File: config.mk
export PLATFORM = sky130hd
export DESIGN_NAME = logical_rs_sched_flat
export DESIGN_NICKNAME = d
export VERILOG_FILES = /design/src/rtl/logical_rs_sched_pkg.sv /design/src/rtl/logical_rs_sched_if.sv /design/src/rtl/logical_rs_sched_age_matrix_select.sv /design/src/rtl/logical_rs_sched.sv /design/src/flat_wrapper.sv
export SDC_FILE = /design/constraint.sdc
export NUM_CORES = 1
export LEC_CHECK = 0
export ABC_AREA = 1
export CORE_MARGIN = 4
export CORE_UTILIZATION = 50
export CTS_CLUSTER_SIZE = 24
export DETAILED_ROUTE_END_ITERATION = 6
export PLACE_DENSITY = 0.74
export SLEW_MARGIN = 40
export SYNTH_ARGS = -nofsm -noshare
export SYNTH_HDL_FRONTEND = slang
export SYNTH_HIERARCHICAL = 1
export SYNTH_SLANG_ARGS = --single-unit
File: constraint.sdc
create_clock -name clk -period 4.3 [get_ports clk]
set_input_delay 0.86 -clock clk [delete_from_list [all_inputs] [get_ports clk]]
set_output_delay 0.86 -clock clk [all_outputs]
set_load 0.02 [all_outputs]
File: src/rtl/logical_rs_sched_pkg.sv
// Shared types and constants for the logical/shift reservation station.
// Latency: n/a (package only).
// Backpressure: n/a (package only).
//   logical_type_e : FU function-select codes
//   OPC_LOGICAL    : pass-through major opcode carried with logical ops
//   op_ctrl_t      : control portion of the issue packet
//   tag_w()        : ROB tag width derived from the ROB size
package logical_pkg;

    typedef enum logic [2:0] {
        LT_SLL = 3'b001,
        LT_XOR = 3'b100,
        LT_SR  = 3'b101,
        LT_OR  = 3'b110,
        LT_AND = 3'b111
    } logical_type_e;

    localparam logic [4:0] OPC_LOGICAL = 5'b01101;

    // Function select, opcode and shift flag travel together from dispatch to issue.
    typedef struct packed {
        logic [2:0] logical_type;
        logic [4:0] opcode;
        logic       additional_info;
    } op_ctrl_t;

    function automatic int tag_w(input int rob_size);
        return $clog2(rob_size);
    endfunction

endpackage

File: src/rtl/logical_rs_sched_if.sv
// Dispatch / CDB / issue bundle between the rename stage, CDB and the logical scheduler.
// Latency: n/a (wires only).
// Backpressure: disp_ready gates dispatch; issue side has no backpressure.
//   master : dispatch + CDB + flush driver, consumes issue packet and occupancy
//   slave  : the scheduler
interface logical_rs_sched_if #(
    parameter int XLEN  = 32,
    parameter int TAG_W = 8,
    parameter int OCC_W = 3
);
    logic             flush;

    logic             disp_valid;
    logic             disp_ready;
    logic [TAG_W-1:0] disp_rob_entry;
    logic [2:0]       disp_logical_type;
    logic [4:0]       disp_opcode;
    logic             disp_additional_info;
    logic             disp_rs1_rdy;
    logic             disp_rs2_rdy;
    logic [TAG_W-1:0] disp_rs1_tag;
    logic [TAG_W-1:0] disp_rs2_tag;
    logic [XLEN-1:0]  disp_rs1_val;
    logic [XLEN-1:0]  disp_rs2_val;

    logic             cdb_valid;
    logic [TAG_W-1:0] cdb_tag;
    logic [XLEN-1:0]  cdb_value;

    logic             iss_valid;
    logic [TAG_W-1:0] iss_rob_entry;
    logic [2:0]       iss_logical_type;
    logic [4:0]       iss_opcode;
    logic             iss_additional_info;
    logic [XLEN-1:0]  iss_rs1;
    logic [XLEN-1:0]  iss_rs2;

    logic [OCC_W-1:0] occupancy;

    modport master (
        output flush,
        output disp_valid, disp_rob_entry, disp_logical_type, disp_opcode,
               disp_additional_info, disp_rs1_rdy, disp_rs2_rdy,
               disp_rs1_tag, disp_rs2_tag, disp_rs1_val, disp_rs2_val,
        output cdb_valid, cdb_tag, cdb_value,
        input  disp_ready,
        input  iss_valid, iss_rob_entry, iss_logical_type, iss_opcode,
               iss_additional_info, iss_rs1, iss_rs2,
        input  occupancy
    );

    modport slave (
        input  flush,
        input  disp_valid, disp_rob_entry, disp_logical_type, disp_opcode,
               disp_additional_info, disp_rs1_rdy, disp_rs2_rdy,
               disp_rs1_tag, disp_rs2_tag, disp_rs1_val, disp_rs2_val,
        input  cdb_valid, cdb_tag, cdb_value,
        output disp_ready,
        output iss_valid, iss_rob_entry, iss_logical_type, iss_opcode,
               iss_additional_info, iss_rs1, iss_rs2,
        output occupancy
    );

endinterface

File: src/rtl/logical_rs_sched_age_matrix_select.sv
// Age matrix over DEPTH entries; returns a one-hot grant for the oldest eligible entry.
// Latency: grant is combinational from eligible; age state updates at the clock edge.
// Backpressure: none; alloc/free/clear are applied unconditionally.
//   alloc_oh  : entry being written this cycle (becomes youngest)
//   valid_vec : registered valid bits of the station
//   free_oh   : entries leaving this cycle
//   clear     : drop all age relations (flush)
//   eligible  : candidate entries; grant_oh : oldest candidate
module age_matrix_select import logical_pkg::*; #(
    parameter int DEPTH = 4
) (
    input  logic             clk,
    input  logic             rst,
    input  logic [DEPTH-1:0] alloc_oh,
    input  logic [DEPTH-1:0] valid_vec,
    input  logic [DEPTH-1:0] free_oh,
    input  logic             clear,
    input  logic [DEPTH-1:0] eligible,
    output logic [DEPTH-1:0] grant_oh
);

    // older[i][j] set means entry i was allocated before entry j.
    // Among valid entries exactly one direction of each pair is set, so the
    // oldest eligible entry is unique.
    logic [DEPTH-1:0] older [DEPTH];

    always_ff @(posedge clk) begin
        if (rst || clear) begin
            for (int i = 0; i < DEPTH; i++) begin
                older[i] <= '0;
            end
        end else begin
            for (int i = 0; i < DEPTH; i++) begin
                for (int j = 0; j < DEPTH; j++) begin
                    if (alloc_oh[j]) begin
                        // Everything surviving this edge is older than the newcomer.
                        older[i][j] <= valid_vec[i] & ~free_oh[i];
                    end else if (alloc_oh[i]) begin
                        older[i][j] <= 1'b0;
                    end else if (free_oh[i] || free_oh[j]) begin
                        older[i][j] <= 1'b0;
                    end
                end
            end
        end
    end

    // An eligible entry wins unless some other eligible entry is older than it.
    always_comb begin
        grant_oh = '0;
        for (int i = 0; i < DEPTH; i++) begin
            grant_oh[i] = eligible[i];
            for (int j = 0; j < DEPTH; j++) begin
                if (eligible[j] && older[j][i]) begin
                    grant_oh[i] = 1'b0;
                end
            end
        end
    end

endmodule

File: src/rtl/logical_rs_sched.sv
// Reservation station for the logical/shift FU: buffers ops, captures CDB operands, issues oldest ready.
// Latency: dispatch with ready operands at edge N -> registered issue at edge N+1 (2 edges minimum).
// Backpressure: disp_ready low when all entries are valid; issue side never stalls.
//   clk, rst : clock, synchronous active-high reset
//   rs       : logical_rs_sched_if.slave (dispatch, CDB, flush, issue packet, occupancy)
//   Optional macro LOGICAL_RS_PERF_EN adds perf_issued / perf_full_cycles /
//   perf_idle_cycles saturating 32-bit counters as extra output ports.
module logical_rs_sched import logical_pkg::*; #(
    parameter int XLEN     = 32,
    parameter int ROB_SIZE = 256,
    parameter int RS_DEPTH = 4,
    parameter int TAG_W    = tag_w(ROB_SIZE),
    parameter int OCC_W    = $clog2(RS_DEPTH) + 1
) (
    input  logic                clk,
    input  logic                rst,
    logical_rs_sched_if.slave   rs
`ifdef LOGICAL_RS_PERF_EN
    ,
    output logic [31:0]         perf_issued,
    output logic [31:0]         perf_full_cycles,
    output logic [31:0]         perf_idle_cycles
`endif
);

    // Entry storage
    logic [RS_DEPTH-1:0] ent_valid;
    logic [RS_DEPTH-1:0] ent_rs1_rdy;
    logic [RS_DEPTH-1:0] ent_rs2_rdy;
    logic [TAG_W-1:0]    ent_rs1_tag [RS_DEPTH];
    logic [TAG_W-1:0]    ent_rs2_tag [RS_DEPTH];
    logic [XLEN-1:0]     ent_rs1_val [RS_DEPTH];
    logic [XLEN-1:0]     ent_rs2_val [RS_DEPTH];
    logic [TAG_W-1:0]    ent_rob     [RS_DEPTH];
    op_ctrl_t            ent_ctrl    [RS_DEPTH];

    logic [RS_DEPTH-1:0] alloc_oh;
    logic                alloc_found;
    logic [RS_DEPTH-1:0] eligible;
    logic [RS_DEPTH-1:0] grant_oh;
    logic                any_grant;
    logic                disp_rdy_int;
    logic                disp_fire;

    logic                disp_rs1_rdy_eff;
    logic                disp_rs2_rdy_eff;
    logic [XLEN-1:0]     disp_rs1_val_eff;
    logic [XLEN-1:0]     disp_rs2_val_eff;
    op_ctrl_t            disp_ctrl;

    logic [TAG_W-1:0]    sel_rob;
    op_ctrl_t            sel_ctrl;
    logic [XLEN-1:0]     sel_rs1;
    logic [XLEN-1:0]     sel_rs2;
    logic [OCC_W-1:0]    occ;

    // Readiness looks only at registered valids, so an entry issuing this
    // cycle does not open a slot until the following cycle.
    assign disp_rdy_int  = ~&ent_valid;
    assign rs.disp_ready = disp_rdy_int;
    assign disp_fire     = rs.disp_valid & disp_rdy_int & ~rs.flush;

    // Lowest-index free entry
    always_comb begin
        alloc_oh    = '0;
        alloc_found = 1'b0;
        for (int i = 0; i < RS_DEPTH; i++) begin
            if (!ent_valid[i] && !alloc_found) begin
                alloc_oh[i] = disp_fire;
                alloc_found = 1'b1;
            end
        end
    end

    // Same-cycle CDB bypass into a newly dispatched operand
    always_comb begin
        disp_rs1_rdy_eff = rs.disp_rs1_rdy | (rs.cdb_valid && (rs.cdb_tag == rs.disp_rs1_tag));
        disp_rs2_rdy_eff = rs.disp_rs2_rdy | (rs.cdb_valid && (rs.cdb_tag == rs.disp_rs2_tag));
        disp_rs1_val_eff = rs.disp_rs1_rdy ? rs.disp_rs1_val : rs.cdb_value;
        disp_rs2_val_eff = rs.disp_rs2_rdy ? rs.disp_rs2_val : rs.cdb_value;
        disp_ctrl.logical_type    = rs.disp_logical_type;
        disp_ctrl.opcode          = rs.disp_opcode;
        disp_ctrl.additional_info = rs.disp_additional_info;
    end

    // Eligibility uses registered ready bits only: no wakeup-to-select path.
    assign eligible  = ent_valid & ent_rs1_rdy & ent_rs2_rdy;
    assign any_grant = |grant_oh;

    age_matrix_select #(.DEPTH(RS_DEPTH)) u_age (
        .clk       (clk),
        .rst       (rst),
        .alloc_oh  (alloc_oh),
        .valid_vec (ent_valid),
        .free_oh   (grant_oh),
        .clear     (rs.flush),
        .eligible  (eligible),
        .grant_oh  (grant_oh)
    );

    // One-hot grant mux
    always_comb begin
        sel_rob  = '0;
        sel_ctrl = '0;
        sel_rs1  = '0;
        sel_rs2  = '0;
        for (int i = 0; i < RS_DEPTH; i++) begin
            if (grant_oh[i]) begin
                sel_rob  = ent_rob[i];
                sel_ctrl = ent_ctrl[i];
                sel_rs1  = ent_rs1_val[i];
                sel_rs2  = ent_rs2_val[i];
            end
        end
    end

    always_comb begin
        occ = '0;
        for (int i = 0; i < RS_DEPTH; i++) begin
            occ = occ + OCC_W'(ent_valid[i]);
        end
    end
    assign rs.occupancy = occ;

    always_ff @(posedge clk) begin
        if (rst) begin
            ent_valid              <= '0;
            ent_rs1_rdy            <= '0;
            ent_rs2_rdy            <= '0;
            rs.iss_valid           <= 1'b0;
            rs.iss_rob_entry       <= '0;
            rs.iss_logical_type    <= '0;
            rs.iss_opcode          <= '0;
            rs.iss_additional_info <= 1'b0;
            rs.iss_rs1             <= '0;
            rs.iss_rs2             <= '0;
        end else if (rs.flush) begin
            ent_valid    <= '0;
            rs.iss_valid <= 1'b0;
        end else begin
            for (int i = 0; i < RS_DEPTH; i++) begin
                // Wakeup of waiting operands
                if (ent_valid[i] && rs.cdb_valid) begin
                    if (!ent_rs1_rdy[i] && (ent_rs1_tag[i] == rs.cdb_tag)) begin
                        ent_rs1_rdy[i] <= 1'b1;
                        ent_rs1_val[i] <= rs.cdb_value;
                    end
                    if (!ent_rs2_rdy[i] && (ent_rs2_tag[i] == rs.cdb_tag)) begin
                        ent_rs2_rdy[i] <= 1'b1;
                        ent_rs2_val[i] <= rs.cdb_value;
                    end
                end
                if (grant_oh[i]) begin
                    ent_valid[i] <= 1'b0;
                end
                // alloc_oh only ever targets an invalid entry, so it never
                // collides with the wakeup or free above.
                if (alloc_oh[i]) begin
                    ent_valid[i]   <= 1'b1;
                    ent_rob[i]     <= rs.disp_rob_entry;
                    ent_ctrl[i]    <= disp_ctrl;
                    ent_rs1_rdy[i] <= disp_rs1_rdy_eff;
                    ent_rs2_rdy[i] <= disp_rs2_rdy_eff;
                    ent_rs1_tag[i] <= rs.disp_rs1_tag;
                    ent_rs2_tag[i] <= rs.disp_rs2_tag;
                    ent_rs1_val[i] <= disp_rs1_val_eff;
                    ent_rs2_val[i] <= disp_rs2_val_eff;
                end
            end
            rs.iss_valid <= any_grant;
            if (any_grant) begin
                rs.iss_rob_entry       <= sel_rob;
                rs.iss_logical_type    <= sel_ctrl.logical_type;
                rs.iss_opcode          <= sel_ctrl.opcode;
                rs.iss_additional_info <= sel_ctrl.additional_info;
                rs.iss_rs1             <= sel_rs1;
                rs.iss_rs2             <= sel_rs2;
            end
        end
    end

`ifdef LOGICAL_RS_PERF_EN
    // Saturating event counters; survive flush, cleared by reset only.
    always_ff @(posedge clk) begin
        if (rst) begin
            perf_issued      <= '0;
            perf_full_cycles <= '0;
            perf_idle_cycles <= '0;
        end else begin
            if (rs.iss_valid && (perf_issued != 32'hFFFF_FFFF)) begin
                perf_issued <= perf_issued + 32'd1;
            end
            if (rs.disp_valid && !disp_rdy_int && (perf_full_cycles != 32'hFFFF_FFFF)) begin
                perf_full_cycles <= perf_full_cycles + 32'd1;
            end
            if ((|ent_valid) && !(|eligible) && (perf_idle_cycles != 32'hFFFF_FFFF)) begin
                perf_idle_cycles <= perf_idle_cycles + 32'd1;
            end
        end
    end
`endif

endmodule

File: src/flat_wrapper.sv
// flat-port wrapper written by rule: the top's interface ports become plain ports
module logical_rs_sched_flat import logical_pkg::*;
#(
    parameter int XLEN     = 32,
    parameter int ROB_SIZE = 256,
    parameter int RS_DEPTH = 4,
    parameter int TAG_W    = tag_w(ROB_SIZE),
    parameter int OCC_W    = $clog2(RS_DEPTH) + 1
)
  (clk, rst, rs_flush, rs_disp_valid, rs_disp_rob_entry, rs_disp_logical_type, rs_disp_opcode, rs_disp_additional_info, rs_disp_rs1_rdy, rs_disp_rs2_rdy, rs_disp_rs1_tag, rs_disp_rs2_tag, rs_disp_rs1_val, rs_disp_rs2_val, rs_cdb_valid, rs_cdb_tag, rs_cdb_value, rs_disp_ready, rs_iss_valid, rs_iss_rob_entry, rs_iss_logical_type, rs_iss_opcode, rs_iss_additional_info, rs_iss_rs1, rs_iss_rs2, rs_occupancy);
  logical_rs_sched_if #(.XLEN(XLEN), .TAG_W(TAG_W), .OCC_W(OCC_W)) rs_i ();
  input  logic clk;
  input  logic rst;
  input wire logic [$bits(rs_i.flush)-1:0] rs_flush;
  input wire logic [$bits(rs_i.disp_valid)-1:0] rs_disp_valid;
  input wire logic [$bits(rs_i.disp_rob_entry)-1:0] rs_disp_rob_entry;
  input wire logic [$bits(rs_i.disp_logical_type)-1:0] rs_disp_logical_type;
  input wire logic [$bits(rs_i.disp_opcode)-1:0] rs_disp_opcode;
  input wire logic [$bits(rs_i.disp_additional_info)-1:0] rs_disp_additional_info;
  input wire logic [$bits(rs_i.disp_rs1_rdy)-1:0] rs_disp_rs1_rdy;
  input wire logic [$bits(rs_i.disp_rs2_rdy)-1:0] rs_disp_rs2_rdy;
  input wire logic [$bits(rs_i.disp_rs1_tag)-1:0] rs_disp_rs1_tag;
  input wire logic [$bits(rs_i.disp_rs2_tag)-1:0] rs_disp_rs2_tag;
  input wire logic [$bits(rs_i.disp_rs1_val)-1:0] rs_disp_rs1_val;
  input wire logic [$bits(rs_i.disp_rs2_val)-1:0] rs_disp_rs2_val;
  input wire logic [$bits(rs_i.cdb_valid)-1:0] rs_cdb_valid;
  input wire logic [$bits(rs_i.cdb_tag)-1:0] rs_cdb_tag;
  input wire logic [$bits(rs_i.cdb_value)-1:0] rs_cdb_value;
  output wire logic [$bits(rs_i.disp_ready)-1:0] rs_disp_ready;
  output wire logic [$bits(rs_i.iss_valid)-1:0] rs_iss_valid;
  output wire logic [$bits(rs_i.iss_rob_entry)-1:0] rs_iss_rob_entry;
  output wire logic [$bits(rs_i.iss_logical_type)-1:0] rs_iss_logical_type;
  output wire logic [$bits(rs_i.iss_opcode)-1:0] rs_iss_opcode;
  output wire logic [$bits(rs_i.iss_additional_info)-1:0] rs_iss_additional_info;
  output wire logic [$bits(rs_i.iss_rs1)-1:0] rs_iss_rs1;
  output wire logic [$bits(rs_i.iss_rs2)-1:0] rs_iss_rs2;
  output wire logic [$bits(rs_i.occupancy)-1:0] rs_occupancy;
  assign rs_i.flush = rs_flush;
  assign rs_i.disp_valid = rs_disp_valid;
  assign rs_i.disp_rob_entry = rs_disp_rob_entry;
  assign rs_i.disp_logical_type = rs_disp_logical_type;
  assign rs_i.disp_opcode = rs_disp_opcode;
  assign rs_i.disp_additional_info = rs_disp_additional_info;
  assign rs_i.disp_rs1_rdy = rs_disp_rs1_rdy;
  assign rs_i.disp_rs2_rdy = rs_disp_rs2_rdy;
  assign rs_i.disp_rs1_tag = rs_disp_rs1_tag;
  assign rs_i.disp_rs2_tag = rs_disp_rs2_tag;
  assign rs_i.disp_rs1_val = rs_disp_rs1_val;
  assign rs_i.disp_rs2_val = rs_disp_rs2_val;
  assign rs_i.cdb_valid = rs_cdb_valid;
  assign rs_i.cdb_tag = rs_cdb_tag;
  assign rs_i.cdb_value = rs_cdb_value;
  assign rs_disp_ready = rs_i.disp_ready;
  assign rs_iss_valid = rs_i.iss_valid;
  assign rs_iss_rob_entry = rs_i.iss_rob_entry;
  assign rs_iss_logical_type = rs_i.iss_logical_type;
  assign rs_iss_opcode = rs_i.iss_opcode;
  assign rs_iss_additional_info = rs_i.iss_additional_info;
  assign rs_iss_rs1 = rs_i.iss_rs1;
  assign rs_iss_rs2 = rs_i.iss_rs2;
  assign rs_occupancy = rs_i.occupancy;
  logical_rs_sched #(.XLEN(XLEN), .ROB_SIZE(ROB_SIZE), .RS_DEPTH(RS_DEPTH), .TAG_W(TAG_W), .OCC_W(OCC_W)) u_core (.clk(clk), .rst(rst), .rs(rs_i));
endmodule
==> flow_metrics.py, run 1 <==
metrics = {
    "status": {
        "outcome": "complete, no violations",
    },
    "sta": {
        "finalSetupTns_ps": 0,
        "tightestPinTransition_ps": 826.5,
        "max_freq_mhz": 267.7,
        "skew_ps": 28.94,
        "finalHoldWorstSlack_ps": 516.1,
        "slew_headroom_pct": 44.90,
        "rsz0062_at_grt": "no",
        "finalCritPeriodShare_pct": 86.86,
        "setup_viol": 0,
        "hold_viol": 0,
        "layout_setup_ws_ps": 565.0,
        "drv_slew": 0,
        "fin_crit_ps": 3735,
    },
    "worst_setup_path": {
        "cp_top_family": "adder cells",
        "r2r_setup_slack_ps": 850,
        "r2r-end": "u_core/rs.iss_rs1[14]",
        "crit_type": "reg2out",
        "crit_fanout": 7,
        "worst_ep_arrival_time_ps": 2870,
        "r2r_start": "u_core/ent_valid[0]",
        "crit_start": "u_core/ent_valid[0]",
        "start_kind": "register",
        "crit_path_max_incr_delay_ps": 610,
        "end_kind": "output port",
        "crit_path_cell_trace": "inv_1 > fa_1 > inv_1 > ha_1 > ha_1 > clkdlybuf4s50_1",
        "endpoint": "rs_occupancy[1]",
        "r2r_cells": 11,
        "path_buf_inv": 3,
        "cp.required_ps": 3440,
        "crit_path_top_delay_cell": "clkdlybuf4s50_1",
        "path_depth": 6,
    },
    "floorplanning": {
        "initial_core_util_pct": 50.51,
        "core_um2": 44120,
        "die_x_um": 219.1,
        "die-area_um2": 48010,
        "ioPinCount": 230,
        "core.rowCount": 77,
        "chipHeight_um": 219.1,
    },
    "clock_network": {
        "cts_setup_buffers": 0,
        "h-tree-depth": 2,
        "path_clk_slew_ps": 60,
        "clk_latency_ps": 610,
        "cts.repair.resized": 0,
        "cts_num_sinks": 498,
        "cts_buffer_depth": 3,
        "cts_root_buf": "clkbuf_16",
        "cts_tree": "yes",
        "cts_made_buffers": 51,
        "holdBufCountCts": 0,
    },
    "logic_synthesis": {
        "post-synth-top-count-cell": "nand2_1",
        "synth-edff-count": 404,
        "synth.top_cells.by_count": "nand2_1, edfxtp_1, o21ai_0",
        "synthCells": 2141,
        "ys.warnings.count": 6,
        "syn_nets": 2291,
        "async_flop_share_pct": 0,
        "syn_area_per_cell_um2": 10.41,
        "synthFlopType": "edfxtp_1",
        "syn_area_um2": 22290,
        "synth.area.top_cells": "edfxtp_1, dfxtp_1, nand2_1",
        "yosysTopAreaCell": "edfxtp_1",
        "synth-seq-cells": 498,
        "synth_cell_types": 33,
        "ys_seq_area_share_pct": 62.88,
        "synth_top_cell_area_share_pct": 54.44,
    },
    "final_layout": {
        "area_growth_pct": 20.31,
        "multi_input_area_um2": 7313,
        "nFillCells": 3543,
        "regArea_um2": 14010,
        "nets": 2466,
        "drive_above_1_share_pct": 7.630,
    },
    "routing": {
        "wl_per_cell_um": 21.53,
        "vias": 17473,
        "wirelength_mm": 63.56,
        "ant_nets": 0,
        "drc": 0,
        "via_per_inst": 5.917,
        "drt_iter0_markers": 2043,
        "drt_pass1_iterations": 6,
    },
    "placed_design": {
        "post-dp-hpwl_mm": 39.42,
        "gp_congestion": 0.9381,
        "dp_slack_ps": 841.2,
        "io_buffers": 229,
    },
    "global_route": {
        "grt_pass1_vias": 17094,
        "antenna_found_initial": 3,
        "grt_max_degree": 84,
        "grt_pass1_wl_mm": 97.14,
        "grt.overflow.total": 0,
        "grt_use_total_pct": 26.08,
    },
    "flow_run": {
        "max_cap_violations": 0,
    },
    "power_and_ir_drop": {
        "leakagePower_nw": 10.13,
        "power_density_nw_per_um2": 387.3,
        "ir_drop_uv": 307.7,
    },
    "hold_path": {
        "hold_path.class": "reg2reg",
    },
}
## worst min-delay path: stages (launching register included)
cell,delay [ps]
dfxtp_1,340
nand2_1,70
a21oi_1,60
## registers in the layout (all words and copies together) (netlist names), 5 cells and up
signal	count
u_core/rs.iss_rs1	32
u_core/rs.iss_rob_entry	8
u_core/ent_rs2_val	128
u_core/ent_ctrl	36
u_core/ent_rs2_tag	32
u_core/u_age/older	16
u_core/rs.iss_rs2	32
u_core/rs.iss_opcode	5
u_core/ent_rob	32
u_core/ent_rs1_val	128
u_core/ent_rs1_tag	32
## placed cells by master (no fill, tap or decap), types with 3 or more instances in the layout
master / instances
inv_4: 3
clkbuf_8: 8
o21bai_1: 3
nor2_4: 10
o21ai_0: 292
nor3_1: 7
o21ai_4: 3
o21ai_1: 41
nand4_1: 4
clkdlybuf4s50_1: 227
a21oi_1: 252
nand2_2: 15
clkinv_2: 12
clkinv_1: 5
buf_12: 6
o211ai_1: 83
o21ai_2: 8
xor2_1: 3
nand2_1: 474
inv_2: 3
ha_1: 5
nand2_4: 8
bufinv_16: 4
or2_2: 9
clkbuf_1: 11
nor2_1: 57
buf_4: 25
nand3_1: 41
buf_6: 5
dfxtp_1: 94
edfxtp_1: 404
inv_1: 86
mux2i_1: 64
clkbuf_16: 53
xnor2_1: 25
## routing by layer
layer	vias to the layer above	track usage, %	routed length (um)
met1	8341	35.83	25340
met4	2	9.838	2117
met2	1040	42.16	30100
met5	-	0	13
li1	7950	-	-
met3	140	4.126	5994
## through the flow
stage / cells / cell area [um^2] / utilization (%) / power [W]
floorplan: 2141 / 22290 / - / 0.005656
global placement: 2855 / 25040 / 56.74 / 0.005925
detailed placement: 2855 / 25070 / 56.81 / 0.005944
CTS: 2951 / 26810 / 60.76 / 0.01042
global route: 2953 / 26810 / 60.77 / 0.01068
finish: 2953 / 26810 / 60.77 / 0.01039
## worst min-delay path by stage
stage                         from             endpoint  slack [ps]  depth (start not counted)
3_3_place_gp   u_core/ent_valid[3]  u_core/ent_valid[3]         500                          2
4_1_cts        u_core/ent_valid[3]  u_core/ent_valid[3]         520                          2
6_report       u_core/ent_valid[3]  u_core/ent_valid[3]         520                          2
2_1_floorplan  u_core/ent_valid[3]  u_core/ent_valid[3]         480                          2
5_1_grt        u_core/ent_valid[3]  u_core/ent_valid[3]         550                          2
3_5_place_dp   u_core/ent_valid[3]  u_core/ent_valid[3]         510                          2
## power breakdown
| part | internal [W] | switching (W) | total [W] |
|---|---|---|---|
| sequential | 0.00526 | 0.0000138 | 0.00527 |
| combinational | 0.000233 | 0.000348 | 0.000581 |
| clock | 0.00265 | 0.00188 | 0.00453 |
| total | 0.00814 | 0.00224 | 0.0104 |
## final cells by class
| cell class | instances | share of cell area, % |
|---|---|---|
| flip-flops and latches | 498 | 52.26 |
| inverters | 94 | 1.353 |
| repair buffers | 263 | 9.832 |
| well taps | 592 | 2.762 |
| clock buffers | 72 | 5.511 |
| diodes | 2 | 0.01867 |
| multi-input cells | 1408 | 27.27 |
| clock inverters | 24 | 0.9846 |
## cells by family (layout without fill, tap and decap cells)
kind of cell,Yosys count,in the layout,share of synthesized area [%]
AOI/OAI and AO/OA,682,682,16.42
xor gates and xnor gates,28,28,1.100
adders and majority gates,6,6,0.3705
buffers and inverters,235,453,4.738
DFF,498,498,62.88
muxes,64,64,2.874
other,0,2,0
and+or+nand+nor,628,628,11.62
Note: power is estimated with default switching activity, not from simulation.
==> run 2, diff against run 1 <==
HOLD_SLACK_MARGIN = 0.12   (was not set)
==> results of run 2 <==
The final DEF is identical to that of run 1; final timing and power are the same.
==> run 3, diff against run 2 <==
ABC_CLOCK_PERIOD_IN_PS = 4300   (was not set)
CORE_ASPECT_RATIO = 1.5   (was not set)
==> run 3 against run 2 <==
Compared with the run above:
- via count shrank 1.8%
- combinational power is essentially flat
- hold slack gained 1.3 ps
- setup slack lost 90 ps
- first-iteration DRC count shrank 12%
- clock power shrank 7.3%
- register-to-register slack gained 150 ps
- sequential cell count is the same
- sequential share of layout area grew 0.36 points
- die area grew 0.15%
- critical path type unchanged
==> flow_metrics.py, run 3 (synthesis gave the netlist of run 1 again) <==
metrics = {
    "worst_setup_path": {
        "crit_fanout": 7,
        "r2r_cells": 11,
        "crit_path_cell_trace": "inv_1 > fa_1 > inv_1 > ha_1 > ha_1 > clkdlybuf4s50_1",
        "start_kind": "register",
        "crit_path_top_delay_cell": "clkdlybuf4s50_1",
        "worst_ep_arrival_time_ps": 2970,
        "crit_path_max_incr_delay_ps": 600,
        "r2r-end": "u_core/rs.iss_rs2[12]",
        "r2r_start": "u_core/ent_valid[0]",
        "end_kind": "output port",
        "cp.required_ps": 3440,
        "crit_type": "reg2out",
        "r2r_setup_slack_ps": 1000,
    },
    "clock_network": {
        "cts.repair.resized": 0,
        "cts_setup_buffers": 0,
        "cts_buffer_depth": 3,
        "holdBufCountCts": 0,
        "cts_num_sinks": 498,
        "cts_made_buffers": 48,
        "cts_tree": "yes",
        "h-tree-depth": 2,
        "path_clk_slew_ps": 70,
        "cts_root_buf": "clkbuf_16",
        "clk_latency_ps": 580,
    },
    "power_and_ir_drop": {
        "p_int_w": 0.007886,
        "swShare_pct": 21.51,
        "clkPwrFrac_pct": 41.8,
        "sequentialPowerShare_pct": 52.4,
        "ir_drop_uv": 376.4,
        "p_sw_w": 0.002161,
        "power_density_nw_per_um2": 377.3,
        "leakagePower_nw": 10.04,
        "pwr-share-comb_pct": 5.8,
    },
    "floorplanning": {
        "ioPinCount": 230,
        "initial_core_util_pct": 50.67,
        "die-area_um2": 48080,
        "die_x_um": 180.4,
        "core.rowCount": 94,
        "core_um2": 43990,
        "chipHeight_um": 266.6,
    },
    "routing": {
        "vias": 17153,
        "drt_iter0_markers": 1807,
        "wl_per_cell_um": 22.11,
        "via_per_inst": 5.850,
        "drc": 0,
        "wirelength_mm": 64.82,
        "ant_nets": 0,
        "drt_pass1_iterations": 7,
    },
    "sta": {
        "max_freq_mhz": 261.4,
        "rsz0062_at_grt": "no",
        "drv_slew": 0,
        "fin_crit_ps": 3825,
        "slew_headroom_pct": 41.20,
        "finalCritPeriodShare_pct": 88.96,
        "layout_setup_ws_ps": 474.5,
        "hold_viol": 0,
        "setup_viol": 0,
        "finalSetupTns_ps": 0,
        "skew_ps": 28.24,
        "tightestPinTransition_ps": 882.0,
        "finalHoldWorstSlack_ps": 517.4,
    },
    "global_route": {
        "antenna_found_initial": 2,
        "grt_pass1_vias": 17174,
        "grt_use_total_pct": 26.11,
        "grt_max_degree": 84,
        "grt_pass1_wl_mm": 97.95,
        "grt.overflow.total": 0,
    },
    "hold_path": {
        "whs_path_depth": 2,
        "min_to": "u_core/ent_valid[3]",
        "hold_path.class": "reg2reg",
        "min_from": "u_core/ent_valid[3]",
    },
    "placed_design": {
        "io_buffers": 229,
        "gp_congestion": 0.9477,
        "post-dp-hpwl_mm": 40.09,
        "dp_slack_ps": 911.4,
    },
    "final_layout": {
        "layout_common_cells": "nand2_1, edfxtp_1, o21ai_0",
        "nets": 2465,
        "fin_util_pct": 60.54,
        "reg_top3": "u_core/ent_rs1_val (128), u_core/ent_rs2_val (128), u_core/ent_ctrl (36)",
        "final_common_cell": "nand2_1",
        "drive_above_1_share_pct": 7.304,
        "area_growth_pct": 19.48,
    },
    "status": {
        "outcome": "complete, no violations",
    },
    "flow_run": {
        "max_cap_violations": 0,
    },
}
-- run 3: layer usage --
| metal | wire [um] | vias up | global-route usage [%] |
|---|---|---|---|
| li1 | - | 7944 | - |
| met2 | 33060 | 862 | 46.83 |
| met1 | 24060 | 8174 | 31.22 |
| met5 | 13 | - | 0 |
| met4 | 2865 | 2 | 11.45 |
| met3 | 4827 | 171 | 4.035 |
-- run 3: power by group through the flow --
stage                     logic, W  clock network (W)  registers, W
final                     0.000583            0.00420       0.00527
after CTS                 0.000579            0.00425       0.00527
after global placement    0.000564                  0       0.00537
after floorplan           0.000286                  0       0.00537
after global routing      0.000634            0.00444       0.00527
after detailed placement  0.000576                  0       0.00537
-- run 3: how the worst max path moves through the flow --
stage / from / end / slack [ps]
6_report: u_core/ent_valid[0] / rs_occupancy[1] / 470
5_1_grt: u_core/ent_valid[0] / rs_occupancy[1] / 410
4_1_cts: u_core/ent_valid[0] / rs_occupancy[1] / 460
3_5_place_dp: rs_cdb_tag[7] / u_core/ent_rs2_val[2][27] / 910
3_3_place_gp: rs_flush / u_core/ent_ctrl[0][0] / 920
2_1_floorplan: rs_disp_valid / u_core/ent_rs1_val[3][0] / 700
-- run 3: area by class of cell --
| class | instances | area [um^2] |
|---|---|---|
| timing repair buffer | 265 | 2650 |
| inverter | 94 | 364.1 |
| clock buffer | 67 | 1356 |
| antenna | 1 | 2.502 |
| multi-input combinational | 1408 | 7308 |
| clock inverter | 23 | 212.7 |
| fill | 3572 | 17360 |
| tap | 576 | 720.7 |
| sequential | 498 | 14010 |
-- run 3: through the flow --
step	cells	power [W]	area, um^2
final	2932	0.01005	26630
after global routing	2931	0.01035	26630
after CTS	2931	0.01010	26620
after detailed placement	2841	0.005949	25060
after global placement	2841	0.005935	25030
after floorplan	2141	0.005656	22290
-- run 3: critical path: cells and delay by family (launching register included) --
family	cells	cell delay (ps)
flip-flops	1	530
buffers and inverters	3	830
adder cells (fa/ha/maj)	3	1040
